[config.mk]
export PLATFORM = sky130hd
export DESIGN_NAME = counter_bank
export DESIGN_NICKNAME = d
export VERILOG_FILES = /design/src/rtl/counter_pkg.sv /design/src/rtl/counter_lane.sv /design/src/rtl/counter_bank.sv
export SDC_FILE = /design/constraint.sdc
export NUM_CORES = 1
export LEC_CHECK = 0
export ABC_AREA = 1
export BUFFER_PORTS_ARGS = -buffer_cell sky130_fd_sc_hd__buf_2
export CORE_AREA = 2 2 124 150
export DETAILED_ROUTE_END_ITERATION = 8
export DIE_AREA = 0 0 126 152
export PLACE_DENSITY_LB_ADDON = 0.05
export SLEW_MARGIN = 0
export SYNTH_ARGS = -nofsm -noshare
export SYNTH_HDL_FRONTEND = slang
export SYNTH_SLANG_ARGS = --single-unit
[constraint.sdc]
create_clock -name clk_i -period 2.78 [get_ports clk_i]
set_clock_uncertainty 0.15 [all_clocks]
set_input_delay 0.278 -clock clk_i [delete_from_list [all_inputs] [get_ports clk_i]]
set_output_delay 0.278 -clock clk_i [all_outputs]
set_load 0.02 [all_outputs]
[src/rtl/counter_pkg.sv]
// Shared constants for the counter bank and its lanes.
package counter_pkg;

    localparam logic DirUp    = 1'b1;
    localparam logic DirDown  = 1'b0;
    localparam int   DefWidth = 8;

endpackage

[src/rtl/counter_lane.sv]
// One modulo counter channel: value and sticky overflow registers,
// next-state selection and the terminal/wrap decode.
module counter_lane
    import counter_pkg::*;
#(
    parameter type value_t = logic [DefWidth-1:0]
) (
    input  logic   clk_i,
    input  logic   rst_i,
    input  logic   step_i,
    input  logic   up_i,
    input  logic   clr_i,
    input  logic   load_i,
    input  value_t load_value_i,
    input  value_t limit_i,
    input  logic   ovf_clr_i,
    output value_t value_o,
    output logic   wrap_o,
    output logic   ovf_o
);

    value_t r_value;
    logic   r_ovf;
    logic   w_terminal;
    value_t w_next;

    // Terminal decode: top of range going up, zero going down. A down-step
    // from above the limit reloads but is deliberately not a terminal event.
    always_comb begin
        w_terminal = 1'b0;
        if (up_i == DirDown) begin
            w_terminal = (r_value == '0);
        end else begin
            w_terminal = (r_value >= limit_i);
        end
    end

    // clr and load both suppress the wrap so a chained neighbour does not step.
    assign wrap_o = step_i && !clr_i && !load_i && w_terminal;

    // Next value with priority clr > load > step > hold.
    always_comb begin
        w_next = r_value;
        if (clr_i) begin
            w_next = '0;
        end else if (load_i) begin
            w_next = load_value_i;
        end else if (step_i) begin
            if (up_i == DirUp) begin
                w_next = w_terminal ? '0 : r_value + value_t'(1);
            end else if ((r_value == '0) || (r_value > limit_i)) begin
                w_next = limit_i;
            end else begin
                w_next = r_value - value_t'(1);
            end
        end
    end

    // Value and sticky flag registers; a set in the same cycle as a clear wins.
    always_ff @(posedge clk_i) begin
        if (rst_i) begin
            r_value <= '0;
            r_ovf   <= 1'b0;
        end else begin
            r_value <= w_next;
            r_ovf   <= (r_ovf && !ovf_clr_i) || wrap_o;
        end
    end

    assign value_o = r_value;
    assign ovf_o   = r_ovf;

endmodule

[src/rtl/counter_bank.sv]
// Bank of independent modulo counters. Each channel either counts on its own
// enable or, when chained, on the wrap of the channel directly below it.
module counter_bank
    import counter_pkg::*;
#(
    parameter int  NumCh   = 4,
    parameter int  Width   = DefWidth,
    parameter type value_t = logic [Width-1:0]
) (
    input  logic                         clk_i,
    input  logic                         rst_i,
    input  logic [NumCh-1:0]             en_i,
    input  logic [NumCh-1:0]             up_i,
    input  logic [NumCh-1:0]             clr_i,
    input  logic [NumCh-1:0]             load_i,
    input  logic [NumCh-1:0][Width-1:0]  load_value_i,
    input  logic [NumCh-1:0][Width-1:0]  limit_i,
    input  logic [NumCh-1:0]             chain_i,
    input  logic [NumCh-1:0]             ovf_clr_i,
    output logic [NumCh-1:0][Width-1:0]  value_o,
    output logic [NumCh-1:0]             wrap_o,
    output logic [NumCh-1:0]             ovf_o
);

    // Channel 0 has nothing below it, so its chain bit has no meaning.
    logic w_unused_chain0;
    assign w_unused_chain0 = chain_i[0];

    // Per-lane step mux; the wrap ripples upward only, so there is no loop.
    for (genvar k = 0; k < NumCh; k++) begin : g_lane
        logic w_step;
        logic w_wrap;

        if (k == 0) begin : g_base
            assign w_step = en_i[0];
        end else begin : g_chain
            assign w_step = chain_i[k] ? g_lane[k-1].w_wrap : en_i[k];
        end

        counter_lane #(
            .value_t (value_t)
        ) u_lane (
            .clk_i        (clk_i),
            .rst_i        (rst_i),
            .step_i       (w_step),
            .up_i         (up_i[k]),
            .clr_i        (clr_i[k]),
            .load_i       (load_i[k]),
            .load_value_i (load_value_i[k]),
            .limit_i      (limit_i[k]),
            .ovf_clr_i    (ovf_clr_i[k]),
            .value_o      (value_o[k]),
            .wrap_o       (w_wrap),
            .ovf_o        (ovf_o[k])
        );

        assign wrap_o[k] = w_wrap;
    end

endmodule

Word level (Yosys, flattened, before mapping)
Cells that the tools add are included.
Widths: inputs -> output; s select.
{"block": "op_classes", "n_lt_le_gt_ge": 8, "muxes": 27, "n_addsub": 8, "reduce_logical": 48}
{"operator": "$mux 8", "count": 20}
{"operator": "$add 8x1->8 const B", "count": 4}
{"operator": "$ge 8x8->1", "count": 4}
{"operator": "$gt 8x8->1", "count": 4}
{"operator": "$logic_not 8->1", "count": 4}
{"operator": "$sub 8x1->8 const B", "count": 4}
{"operator": "$logic_and 1x1->1", "count": 16}
{"operator": "$logic_not 1->1", "count": 12}
{"operator": "$logic_or 1x1->1", "count": 8}
{"operator": "$reduce_bool 2->1", "count": 4}
{"operator": "$reduce_or 2->1", "count": 4}
{"operator": "$mux 1", "count": 7}
{"block": "word_totals", "out_inout_bits": 40, "reg_bits": 36, "wordCells": 99, "input_bits": 90}

Longest topological paths before layout
Gate-level depths: netlist of the first run.
{"block": "depth", "word_depth": 17, "ltp_mapped": 19, "ltp_nobuf": 18}

Cells and area by module
From an unflattened synthesis of the first run, not the netlist that was laid out.
{"block": "hier_totals", "hier_cells": 824, "hier_area_um2": 4899.7}
{"module": "counter_lane", "cells_each": 202, "seq_area_each_um2": 180.2, "instances": 4, "area_each_um2": 1206.2}
{"module": "counter_bank", "cells_each": 16, "seq_area_each_um2": 0.0, "instances": 1, "area_each_um2": 75.1}

Worst setup path before layout of the first run
OpenSTA, ideal clock, no wires.
{"block": "synth_timing", "path_kind": "register to output", "start": "register g_lane[0].u_lane.r_value (netlist bit g_lane[0].u_lane.value_o[0])", "end": "output wrap_o[3]", "arrival_ns": 2.017, "stages_incl_launch_ff": 16, "n_path_buf": 1, "t_required_ns": 2.352, "slack_ns": 0.335, "path_cell_list": "dfxtp_1 > inv_1 > ha_1 > nand2_1 > nor2_1 > a21oi_1 > nand3_2 > nand3_2 > nand2_2 > nand3_2 > nand2_2 > nand3_4 > nand2_1 > nand2_1 > inv_1 > buf_4"}
{"block": "synth_via", "elab_chain_cells": 15, "word_cells_on_any_way": 16, "cone_classes": "1 x order compare; 4 x mux; 11 x reduce/logical"}
{"element": "start: declaration", "line": "counter_lane.sv:22", "text": "value_t r_value;"}
{"element": "start signal: assignment", "line": "counter_lane.sv:65", "text": "r_value <= w_next;"}
{"element": "$ge 8x8->1 or $logic_not 8->1 (tied branches)", "line": "counter_lane.sv:34, counter_lane.sv:32"}
{"element": "$mux 1 (*)", "line": "counter_lane.sv:31", "text": "if (up_i == DirDown) begin"}
{"element": "$logic_and 1x1->1 (*)", "line": "counter_lane.sv:39", "text": "assign wrap_o = step_i && !clr_i && !load_i && w_terminal;"}
{"element": "$mux 1 (*)", "line": "counter_bank.sv:37", "text": "assign w_step = chain_i[k] ? g_lane[k-1].w_wrap : en_i[k];"}
{"element": "$logic_and 1x1->1 (*) (3 in series)", "line": "counter_lane.sv:39"}
{"element": "$mux 1 (*)", "line": "counter_bank.sv:37"}
{"element": "$logic_and 1x1->1 (*) (3 in series)", "line": "counter_lane.sv:39"}
{"element": "$mux 1 (*)", "line": "counter_bank.sv:37"}
{"element": "$logic_and 1x1->1 (*) (3 in series)", "line": "counter_lane.sv:39"}
{"element": "end: declaration", "line": "counter_bank.sv:21", "text": "output logic [NumCh-1:0] wrap_o,"}
Every way passes the cells marked *; elsewhere a longest branch is shown, timed or not.

Worst setup path after layout of the first run
{"block": "layout_timing", "start": "register g_lane[0].u_lane.r_value (netlist bit g_lane[0].u_lane.value_o[7])", "end": "output wrap_o[3]"}
Same word-level chain as after synthesis.

==> results of run 1 <==
-- Yosys cell counts (3+ instances only) --
library cell,count
nand3_1,49
a31oi_1,3
nand2_1,161
or2_2,8
inv_1,112
nand4_1,12
dfxtp_1,36
buf_2,4
a211oi_1,3
ha_1,44
clkbuf_1,6
a21oi_1,66
o21bai_1,6
xor2_1,23
o21ai_0,54
nor3_1,18
nand3_2,5
o211ai_1,18
buf_4,9
nor2_2,3
nor2_1,49
-- final cells by class --
class / instances / area (sq um) / share of cell area
Multi-Input combinational cell: 543 / 3180 / 0.559
Timing Repair Buffer: 162 / 898 / 0.158
Sequential cell: 36 / 734 / 0.129
Inverter: 114 / 428 / 0.0753
Tap cell: 224 / 280 / 0.0493
Clock buffer: 6 / 129 / 0.0227
Clock inverter: 2 / 35.0 / 0.00616
-- critical path: stages (launching register included) --
cell and delay [ns]:
dfxtp_2 0.34, ha_1 0.30, a21o_1 0.19, nor2_2 0.17, nand3_4 0.12, nand3_4 0.09, nand2_4 0.07, nand3_4 0.11
nand2_4 0.07, nand3_4 0.08, nand2_2 0.06, nand2_1 0.10, inv_1 0.04, buf_4 0.15
-- state kept, by name (all words and copies together), names as in the netlist --
register and flops:
g_lane.u_lane.value_o 32, g_lane.u_lane.ovf_o 4
-- kinds of logic (layout without fill, tap and decap cells) --
| kind of cell | after synthesis | in the layout | synth area share |
|---|---|---|---|
| AND/OR/NAND/NOR | 313 | 313 | 0.320 |
| AO/OA/AOI/OAI | 161 | 161 | 0.207 |
| flip-flops | 36 | 36 | 0.165 |
| adder cells (fa/ha/maj) | 44 | 44 | 0.126 |
| XOR/XNOR | 25 | 25 | 0.0503 |
| buffers and inverters | 137 | 284 | 0.131 |
-- per-layer routing --
| layer | track usage | vias to the layer above | wire [um] |
|---|---|---|---|
| li1 | - | 2645 | - |
| met1 | 0.202 | 2304 | 7040 |
| met2 | 0.279 | 124 | 7540 |
| met3 | 0.0264 | 21 | 775 |
| met4 | 0.0529 | 0 | 335 |
| met5 | 0 | - | 0 |
-- power by group --
group	switching (W)	internal (W)
Combinational	0.000544	0.000335
Clock	0.000260	0.000423
Sequential	0.0000297	0.000543
-- timing repair --
item,4_1_cts,5_1_grt
buffers inserted,0,6
pin swaps,1,11
endpoints found under the setup margin,2,2
gates resized for setup,6,32
-- final timing paths --
path / startpoint / endpoint / cells after the start
worst max-delay path: g_lane[0].u_lane.value_o[7] / wrap_o[3] / 13
worst min-delay path: ovf_clr_i[3] / g_lane[3].u_lane.ovf_o / 4
worst max register to register: g_lane[0].u_lane.value_o[7] / g_lane[0].u_lane.value_o[4] / 11
worst min register to register: g_lane[1].u_lane.ovf_o / g_lane[1].u_lane.ovf_o / 2
-- through the flow --
step                power, W  worst slack, ns
floorplan            0.00114            0.335
global placement     0.00143            0.203
detailed placement   0.00143            0.165
CTS                  0.00214          0.00557
global route         0.00230         -0.00812
finish               0.00213            0.155
==> results.py, run 1 <==
metrics = {
    "status": {
        "status": "complete, no violations",
    },
    "yosys": {
        "yosysWarnings": 0,
        "netlist_instances": 716,
        "netlist_top_cells_area": "dfxtp_1, nand2_1, ha_1",
        "synthArstFlopShare": 0,
        "avgSynthCellArea_sq_um": 6.08,
        "ys_ff_latch": 36,
        "synthFlopType": "dfxtp_1",
        "ys_seq_area_frac": 0.165,
        "yosysTopAreaCell": "dfxtp_1",
        "syn_nets": 850,
        "synth-edff-count": 0,
        "ys_types": 41,
        "synth_top_area_frac": 0.165,
        "synth_area_sq_mm": 0.00436,
    },
    "grt": {
        "grt_pass1_wl_mm": 25.3,
        "grtUsageTotal": 0.161,
        "overflow": 0,
        "antenna_found_initial": 0,
        "first_global_vias": 5068,
        "grt_start_max_net_pins": 19,
    },
    "flow_run": {
        "drv_cap": 0,
    },
    "clocking": {
        "insertion_delay_ns": 0.30,
        "cts_tree": "done",
        "cts_max_level": 2,
        "numCtsBuffers": 5,
        "cts_hold_buf": 0,
        "clockBufferDepth": 2,
        "cts-root-buf": "clkbuf_16",
        "cts.reportedPaths.clkPinSlew_ns": 0.06,
        "clock_sink_count": 36,
    },
    "sta": {
        "setup_tns_ns": 0,
        "relSlewSlack": 0.535,
        "hold_violations": 0,
        "fmax_mhz": 381,
        "slew_violations": 0,
        "post-route-period-util": 0.944,
        "post-route-min-period_ns": 2.62,
        "worstMarginPinSlew_ns": 0.695,
        "setup-violations-final": 0,
        "fin_hold_ws_ns": 0.0841,
    },
    "placement": {
        "globalplace.congestion": 0.804,
        "dp_cells": 1073,
        "portBuffers": 128,
        "dp_hpwl_mm": 12.6,
        "place_area_sq_mm": 0.00535,
    },
    "drt": {
        "vias": 5094,
        "drt-initial-drc-count": 237,
        "finalWirelength_mm": 15.7,
        "wl_per_cell_um": 14.4,
        "avgViaCountPerCell": 4.69,
        "postRouteAntennaNets": 0,
        "drt_first_pass_iters": 5,
        "drc": 0,
    },
    "setup_path": {
        "critPathRequiredTime_ns": 2.35,
        "r2r_slack_ns": 0.31,
        "start_kind": "flip-flop",
        "cp_data_arrival_time_ns": 2.20,
        "path_max_fanout": 4,
        "end_kind": "output pin",
        "worstSetupPathType": "flip-flop to output pin",
    },
    "cells_and_area": {
        "stdcell_count": 1087,
        "drive_above_1_share": 0.255,
        "syn_to_final_growth_pct": 30.5,
        "layout_common_cells": "nand2_1, buf_2, inv_1, a21oi_1, o21ai_0",
        "final_core_util": 0.319,
        "final_common_cell": "nand2_1",
        "num_antenna_cells": 0,
        "design_area_sq_mm": 0.00568,
        "fillers": 2106,
        "nNetsFinal": 996,
    },
    "die": {
        "start_util": 0.244,
        "fp-row-count": 54,
        "die_w_um": 126,
        "core-area_sq_mm": 0.0178,
        "dieArea_sq_mm": 0.0192,
        "ios": 130,
        "die_h_um": 152,
    },
    "power": {
        "power_density_mw_per_mm2": 376,
        "p_leak_nw": 2.99,
        "irDropWorstVdd_uv": 192,
    },
    "min_path": {
        "hp-class": "primary input to flip-flop",
    },
}
No activity file was read; power rests on OpenSTA's default activity.
==> run 2: changes to the inputs <==
CORE_AREA = 2 2 105 128   (was 2 2 124 150)
DIE_AREA = 0 0 107 130   (was 0 0 126 152)
==> results.py, run 2 (synthesis gave the netlist of run 1 again) <==
metrics = {
    "setup_path": {
        "start_kind": "flip-flop",
        "critPathRequiredTime_ns": 2.35,
        "crit_chain": "ha_4 > a21o_1 > nor2_2 > nand3_2 > nand3_2 > nand2_2 > nand3_4 > nand2_4 > nand3_4 > nand2_2 > nand2_1 > inv_1 > buf_4",
        "crit_family": "simple AND/OR/NAND/NOR gates",
        "crit_slowest_cell": "dfxtp_1",
        "critPathMaxStageDelay_ns": 0.41,
        "end_kind": "output pin",
        "path_max_fanout": 5,
        "cp_data_arrival_time_ns": 2.18,
        "worstSetupPathType": "flip-flop to output pin",
        "cp.buffers_inverters": 2,
    },
    "drt": {
        "wl_per_cell_um": 13.7,
        "vias": 5154,
        "drc": 0,
        "avgViaCountPerCell": 5.01,
        "drt_first_pass_iters": 4,
        "finalWirelength_mm": 14.1,
        "postRouteAntennaNets": 0,
        "drt-initial-drc-count": 159,
    },
    "clocking": {
        "numCtsBuffers": 5,
        "clockBufferDepth": 2,
        "cts_hold_buf": 0,
        "cts_tree": "done",
        "clock_sink_count": 36,
        "cts_max_level": 2,
        "cts-root-buf": "clkbuf_16",
        "insertion_delay_ns": 0.28,
        "cts.reportedPaths.clkPinSlew_ns": 0.06,
    },
    "grt": {
        "grt_start_max_net_pins": 19,
        "antenna_found_initial": 0,
        "overflow": 0,
        "first_global_vias": 4959,
        "grt_pass1_wl_mm": 23.0,
        "grtUsageTotal": 0.205,
    },
    "cells_and_area": {
        "layout_common_cells": "nand2_1, buf_2, inv_1, a21oi_1, o21ai_0",
        "design_area_sq_mm": 0.00557,
        "num_antenna_cells": 0,
        "syn_to_final_growth_pct": 27.8,
        "drive_above_1_share": 0.244,
        "final_common_cell": "nand2_1",
        "largest_reg_flops": 32,
        "nNetsFinal": 993,
    },
    "status": {
        "status": "complete, no violations",
    },
    "sta": {
        "setup-violations-final": 0,
        "slew_violations": 0,
        "post-route-period-util": 0.939,
        "fmax_mhz": 383,
        "relSlewSlack": 0.576,
        "rsz0062_at_grt": "false",
        "hold_violations": 0,
        "post-route-min-period_ns": 2.61,
        "worstMarginPinSlew_ns": 0.633,
        "setup_tns_ns": 0,
    },
    "placement": {
        "portBuffers": 128,
        "dp_hpwl_mm": 11.4,
        "globalplace.congestion": 0.930,
        "place_area_sq_mm": 0.00528,
    },
    "power": {
        "power_density_mw_per_mm2": 376,
        "p_leak_nw": 2.97,
        "irDropWorstVdd_uv": 222,
    },
    "die": {
        "ios": 130,
        "die_h_um": 130,
        "dieArea_sq_mm": 0.0139,
        "start_util": 0.339,
        "fp-row-count": 46,
        "die_w_um": 107,
        "core-area_sq_mm": 0.0128,
    },
    "min_path": {
        "hp-class": "primary input to flip-flop",
    },
    "flow_run": {
        "drv_cap": 0,
    },
}
==> run 2: timing repair <==
| item | in CTS | in global routing |
|---|---|---|
| pin swaps | 0 | 8 |
| setup buffers | 0 | 2 |
| resized for setup | 4 | 24 |
| gates cloned | 0 | 0 |
| endpoints found under the setup margin | 1 | 1 |
==> run 2: worst min-delay path, delay by kind of cell <==
kind / cells / cell delay (ns)
and+or+nand+nor: 1 / 0.04
buffers and inverters: 2 / 0.10
AOI/OAI and AO/OA: 1 / 0.05
==> run 2: layout make-up <==
class,instances,area [sq um]
Clock inverter,3,42.5
Multi-Input combinational cell,543,3150
Sequential cell,36,732
Timing Repair Buffer,159,876
Clock buffer,5,125
Inverter,114,428
Tap cell,168,210
Fill cell,1415,7270
==> run 2: metal layers <==
layer,track usage,share of wire,up-vias
met1,0.252,0.44,2351
met4,0.0764,0.025,0
met2,0.361,0.48,135
met5,0,0,-
li1,-,-,2641
met3,0.0305,0.048,27
==> run 2: final timing paths <==
check                                     end  cells after the start                        start  slack (ns)
hold / removal         g_lane[0].u_lane.ovf_o                      4                 ovf_clr_i[0]        0.09
setup / recovery                    wrap_o[3]                     13  g_lane[0].u_lane.value_o[7]        0.17
hold reg to reg        g_lane[0].u_lane.ovf_o                      2       g_lane[0].u_lane.ovf_o        0.31
setup reg to reg  g_lane[3].u_lane.value_o[2]                     14  g_lane[3].u_lane.value_o[1]        0.35
==> run 2: metrics by stage <==
stage	worst slack, ns	utilization	hold WS (ns)	instances	total power (W)
floorplan	0.335	-	0.282	716	0.00114
global placement	0.221	0.412	0.301	1018	0.00141
detailed placement	0.199	0.412	0.307	1018	0.00142
CTS	0.0295	0.425	0.0800	1026	0.00210
global route	0.00140	0.434	0.0988	1028	0.00225
finish	0.170	0.434	0.0929	1028	0.00209
==> run 2: report_power, final <==
group / switching, W / internal, W
Combinational: 0.000527 / 0.000326
Clock: 0.000243 / 0.000422
Sequential: 0.0000302 / 0.000543
Total: 0.000800 / 0.00129
